<file path="config.mk">
export PLATFORM = sky130hd
export DESIGN_NAME = pipeline_flow_ctrl
export DESIGN_NICKNAME = d
export VERILOG_FILES = /design/src/rtl/hazard_ctrl_pkg.sv /design/src/rtl/pipe_stage_slot.sv /design/src/rtl/pipeline_flow_ctrl.sv
export SDC_FILE = /design/constraint.sdc
export NUM_CORES = 1
export LEC_CHECK = 0
export CORE_ASPECT_RATIO = 0.7
export CORE_MARGIN = 4
export CORE_UTILIZATION = 25
export DETAILED_ROUTE_END_ITERATION = 8
export REMOVE_ABC_BUFFERS = 1
export SLEW_MARGIN = 20
export SYNTH_ARGS = -nofsm -noshare
export SYNTH_HDL_FRONTEND = slang
export SYNTH_SLANG_ARGS = --single-unit
</file>
<file path="constraint.sdc">
create_clock -name clk -period 2.6 [get_ports clk]
set_input_delay 0.52 -clock clk [delete_from_list [all_inputs] [get_ports clk]]
set_output_delay 0.52 -clock clk [all_outputs]
set_load 0.1 [all_outputs]
</file>
<file path="src/rtl/hazard_ctrl_pkg.sv">
// Shared constants and types for the pipeline flow controller.
// Stage indices name the classic five-stage layout; wider pipelines
// simply use more numeric stages beyond STAGE_WB.
package hazard_ctrl_pkg;

    localparam int STAGE_IF           = 0;
    localparam int STAGE_ID           = 1;
    localparam int STAGE_EX           = 2;
    localparam int STAGE_MEM          = 3;
    localparam int STAGE_WB           = 4;
    localparam int DEFAULT_NUM_STAGES = 5;

    // Per-stage occupancy: occ = slot holds something, val = it is not squashed.
    typedef struct packed {
        logic occ;
        logic val;
    } slot_state_t;

endpackage

</file>
<file path="src/rtl/pipe_stage_slot.sv">
// One pipeline stage's occupancy/validity flop pair.
// enter has priority over leave so a slot can release and refill in the
// same cycle; a staying occupant loses its valid bit when squashed.
module pipe_stage_slot
    import hazard_ctrl_pkg::*;
(
    input  logic        clk,
    input  logic        rst,
    input  logic        enter,
    input  logic        leave,
    input  logic        enter_val,
    input  logic        squash,
    output slot_state_t state
);

    // Next-state: refill, drain, or hold (with optional squash).
    always_ff @(posedge clk) begin
        if (rst) begin
            state <= '0;
        end else if (enter) begin
            state.occ <= 1'b1;
            state.val <= enter_val;
        end else if (leave) begin
            state <= '0;
        end else begin
            state.val <= state.val & ~squash;
        end
    end

endmodule

</file>
<file path="src/rtl/pipeline_flow_ctrl.sv">
// N-stage pipeline flow controller: tracks per-stage occupancy/validity,
// produces pipeline-register load strobes, applies a hazard stall at one
// stage, squashes younger work on a redirect and counts retirements.
module pipeline_flow_ctrl
    import hazard_ctrl_pkg::*;
#(
    parameter int NUM_STAGES  = DEFAULT_NUM_STAGES,
    parameter int STALL_STAGE = STAGE_ID,
    parameter int CNT_W       = 32,
    parameter int IDX_W       = $clog2(NUM_STAGES)
) (
    input  logic                  clk,
    input  logic                  rst,
    input  logic [NUM_STAGES-1:0] stage_done_i,
    input  logic                  hazard_i,
    input  logic                  redirect_i,
    input  logic [IDX_W-1:0]      redirect_stage_i,
    output logic [NUM_STAGES-1:0] busy_o,
    output logic [NUM_STAGES-1:0] valid_o,
    output logic [NUM_STAGES-1:0] req_o,
    output logic [NUM_STAGES-1:0] load_o,
    output logic                  retire_o,
    output logic [CNT_W-1:0]      retire_count_o
);

    slot_state_t [NUM_STAGES-1:0] st;

    logic [NUM_STAGES-1:0] occ;
    logic [NUM_STAGES-1:0] val;
    logic [NUM_STAGES-1:0] done;
    logic [NUM_STAGES-1:0] adv;
    logic [NUM_STAGES-1:0] sq_mask;
    logic [NUM_STAGES-1:0] enter;
    logic [NUM_STAGES-1:0] leave;
    logic [NUM_STAGES-1:0] enter_val;
    logic                  flush;

    // Stage completion: squashed occupants past fetch never wait; fetch
    // always waits for imem; a live occupant of the stall stage waits on hazard.
    always_comb begin
        done = '0;
        for (int s = 0; s < NUM_STAGES; s++) begin
            done[s] = occ[s]
                    & (stage_done_i[s] | (~val[s] & (s != STAGE_IF)))
                    & ~((s == STALL_STAGE) & val[s] & hazard_i);
        end
    end

    // Advance chain from retire backwards: a stage moves when done and the
    // next slot is empty or is itself moving this cycle.
    always_comb begin
        logic free;
        adv  = '0;
        free = 1'b1;
        for (int s = NUM_STAGES - 1; s >= 0; s--) begin
            adv[s] = done[s] & free;
            free   = ~occ[s] | (done[s] & free);
        end
    end

    // A redirect only takes effect when its resolving stage is actually
    // advancing; everything older-in-pipe-order (younger instructions) is squashed.
    always_comb begin
        flush   = 1'b0;
        sq_mask = '0;
        for (int s = 1; s < NUM_STAGES; s++) begin
            if (redirect_i && (redirect_stage_i == IDX_W'(s)) && adv[s])
                flush = 1'b1;
        end
        for (int s = 0; s < NUM_STAGES; s++) begin
            sq_mask[s] = flush & (IDX_W'(s) < redirect_stage_i);
        end
    end

    for (genvar s = 0; s < NUM_STAGES; s++) begin : g_slot
        if (s == STAGE_IF) begin : g_fetch
            // Fetch is always in flight; a new fetch (or first fetch after
            // reset) is live even under flush since it uses the redirected pc.
            assign enter[s]     = 1'b1;
            assign leave[s]     = adv[s];
            assign enter_val[s] = adv[s] | ~occ[s] | (val[s] & ~sq_mask[s]);
        end else begin : g_body
            assign enter[s]     = adv[s-1];
            assign leave[s]     = adv[s];
            assign enter_val[s] = val[s-1] & ~sq_mask[s-1];
        end

        pipe_stage_slot u_slot (
            .clk       (clk),
            .rst       (rst),
            .enter     (enter[s]),
            .leave     (leave[s]),
            .enter_val (enter_val[s]),
            .squash    (sq_mask[s]),
            .state     (st[s])
        );

        assign occ[s] = st[s].occ;
        assign val[s] = st[s].val;
    end

    assign busy_o   = occ;
    assign valid_o  = val;
    assign req_o    = occ & val;
    assign load_o   = adv;
    assign retire_o = adv[NUM_STAGES-1] & val[NUM_STAGES-1];

    // Retire counter wraps naturally at 2^CNT_W.
    always_ff @(posedge clk) begin
        if (rst)
            retire_count_o <= '0;
        else if (retire_o)
            retire_count_o <= retire_count_o + CNT_W'(1);
    end

    // A redirect that cannot take effect this cycle is dropped; flag it.
    redirect_ignored: assert property (@(posedge clk) disable iff (rst)
        redirect_i |-> flush);

endmodule

</file>
==> flow_summary.json <==
{
  "relSlewSlack_pct": 66.61,
  "hold-worst-slack_ns": 0.4834,
  "fp.coreArea_mm2": 0.008478,
  "io_buffers": 64,
  "start_util_pct": 25.66,
  "total_power_mw": 1.437,
  "fin_crit_ns": 2.461,
  "drt_iter0_markers": 137,
  "timing.fmax_mhz": 406.3,
  "fillCellCount": 936,
  "ys_seq_area_share_pct": 38.64,
  "synthFlopType": "dfxtp_1",
  "postCtsHoldBufs": 0,
  "ys_seq_elements": 42,
  "synth_top_area_cell": "dfxtp_1",
  "final_max_slew_viol_count": 0,
  "period_share_pct": 94.67,
  "hold_viol": 0,
  "synth_edf_count": 0,
  "nNetsFinal": 340,
  "ctsHtreeMaxLevel": 2,
  "fin_skew_ns": 0.004691,
  "synth_cells": 262,
  "die_w_um": 119.5,
  "grt_pass1_wl_um": 9735,
  "postCtsSetupBuffers": 0,
  "cellLeakagePower_nw": 1.117,
  "critical_path.cell_chain": "clkdlybuf4s50_1 > nand2b_1 > a31oi_2 > o21ai_0 > nor2b_2 > buf_12",
  "critPathMaxFanout": 3,
  "wirelength_um": 5922,
  "path_clk_slew_ns": 0.06,
  "cts.sinks": 42,
  "max_stage_delay_ns": 0.47,
  "ir_drop_mv": 0.2231,
  "status": "completed",
  "grt_max_degree": 24,
  "die_h_um": 86.06,
  "yosysUniqueCellTypes": 42,
  "die_area_mm2": 0.01028,
  "syn_to_final_growth_pct": 40.66,
  "grt_usage_pct": 11.49,
  "grt_remaining_overflow": 0,
  "cts-root-buf": "clkbuf_16",
  "start_kind": "input pin",
  "async_flop_share_pct": 0,
  "rsz0062_at_grt": "no",
  "ant_nets": 0,
  "placementRows": 28,
  "finalSetupViolCount": 0,
  "wl_per_cell_um": 13.22,
  "endpoint_kind": "output port",
  "yosys_warnings": 0,
  "p_per_area_mw_per_mm2": 469.6,
  "path_class": "in2out",
  "clockBufferDepth": 2,
  "clk_latency_ns": 0.28,
  "drc": 0,
  "synth_top_area_share_pct": 38.64,
  "drive_above_1_share_pct": 23.78,
  "gp_congestion": 0.7400,
  "io_pins": 65,
  "grt_pass1_vias": 2008,
  "antenna_found_initial": 0,
  "crit_arrival_ns": 1.94,
  "syn-cell-area_mm2": 0.002176,
  "maxCapViolCount": 0,
  "cts_tree": "yes",
  "syn_area_per_cell_um2": 8.305,
  "cts_made_buffers": 5,
  "post-dp-hpwl_um": 4404,
  "firstDrtPassIters": 4,
  "hp-class": "reg2reg",
  "synth.area.top_cells": "dfxtp_1 (39%), a21oi_1 (7.1%), or4_1 (5.2%), o31ai_1 (4.5%), nand4_1 (3.5%)",
  "utilization_pct": 36.10,
  "vias": 2159,
  "vias_per_cell": 4.819,
  "crit_slowest_cell": "clkdlybuf4s50_1",
  "required_ns": 2.08,
  "diodes": 0,
  "worst_slew_pin_slew_ns": 0.4967
}
## final cells by class
cell class              instances  area (µm²)  area share (%)
inverters                       8       30.03          0.9812
clock buffers                   7       142.6           4.661
repair buffers                 76       671.9           21.95
multi-input cells             194        1220           39.86
clock inverters                 1       5.005          0.1635
well taps                     120       150.1           4.906
flip-flops and latches         42       840.8           27.47
## per-layer routing
layer  up-vias  track usage, %  share of wire (%)  wire (µm)
met5         -               0                  0          0
met4         0           2.807               0.41         24
met3         2           3.691                4.7        281
met2        39           17.37                 42       2468
met1      1006           15.94                 53       3147
li1       1112               -                  -          -
## logic make-up (layout without fill, tap and decap cells)
kind of cell    Yosys count  after routing  synth area share, %
flops                    42             42                38.64
compound gates           71             71                19.49
xor+xnor                  8              8                3.220
fa+ha+maj                 1              1               0.5750
simple gates            113            113                31.92
mux                       1              1               0.4601
buf+inv                  26             92                5.693
## final timing paths
path                       from  slack, ns                  to  depth (start not counted)
max reg2reg  retire_count_o[10]       0.35  retire_count_o[30]                          4
min reg2reg  retire_count_o[31]       0.48  retire_count_o[31]                          2
min          retire_count_o[31]       0.48  retire_count_o[31]                          2
max             stage_done_i[2]       0.14           load_o[0]                          6
## stage by stage
step                      instance area, µm²  worst slack [ns]  TNS [ns]  instances
after floorplan                         2082           -0.7375    -3.330        244
after global placement                  2905          -0.08458    -1.022        440
after detailed placement                2905           -0.1246    -1.636        440
after CTS                               3060            0.1528         0        448
after global routing                    3060           0.05940         0        448
final                                   3060            0.1387         0        448
## worst max-delay path: cells and delay by family
| kind | cells | cell delay, ns |
|---|---|---|
| buf+inv | 2 | 0.66 |
| simple gates | 2 | 0.41 |
| compound gates | 2 | 0.35 |
## registers in the layout, summed over array words and instances, names as in the netlist
name,count
retire_count_o,32
g_slot.u_slot.state,10
## cells in the mapped netlist (2+ instances only)
library cell / number
buf_4: 5
xor2_1: 4
nor3_1: 3
nor2b_1: 2
nand2_1: 16
or4_1: 15
dfxtp_1: 42
and4b_1: 2
o211ai_1: 2
a31oi_1: 3
nand3b_1: 2
a21oi_1: 31
nand2b_1: 3
or3_1: 11
and3_1: 3
and2_1: 8
o31ai_1: 13
inv_1: 8
xnor2_1: 4
and4_1: 4
nand4b_1: 2
nand4_1: 12
o21ai_0: 15
a21bo_2: 2
nor2_1: 12
clkbuf_1: 11
nand3_1: 12
## repair_timing
item	in CTS	in global routing
hold endpoints to repair	0	0
endpoints found under the setup margin	1	0
gates resized for setup	3	0
## report_power, final
part / total (mW) / internal [mW] / switching [mW]
clock: 0.622 / 0.381 / 0.241
combinational: 0.157 / 0.0505 / 0.107
sequential: 0.658 / 0.649 / 0.00886
total: 1.44 / 1.08 / 0.357
## cell usage in the layout (no fill, tap or decap), drive strengths merged, types with 2 or more instances in the layout
master and n:
a21bo 2, a21oi 31, a31oi 3, and2 8, and3 3, and4 4, and4b 2, buf 65
clkbuf 7, clkdlybuf4s50 10, dfxtp 42, inv 8, nand2 16, nand2b 3, nand3 12, nand3b 2
nand4 13, nand4b 2, nor2 12, nor2b 2, nor3 3, o211ai 2, o21ai 15, o31ai 13
or3 11, or4 16, xnor2 4, xor2 4
(Power assumes the default switching activity.)
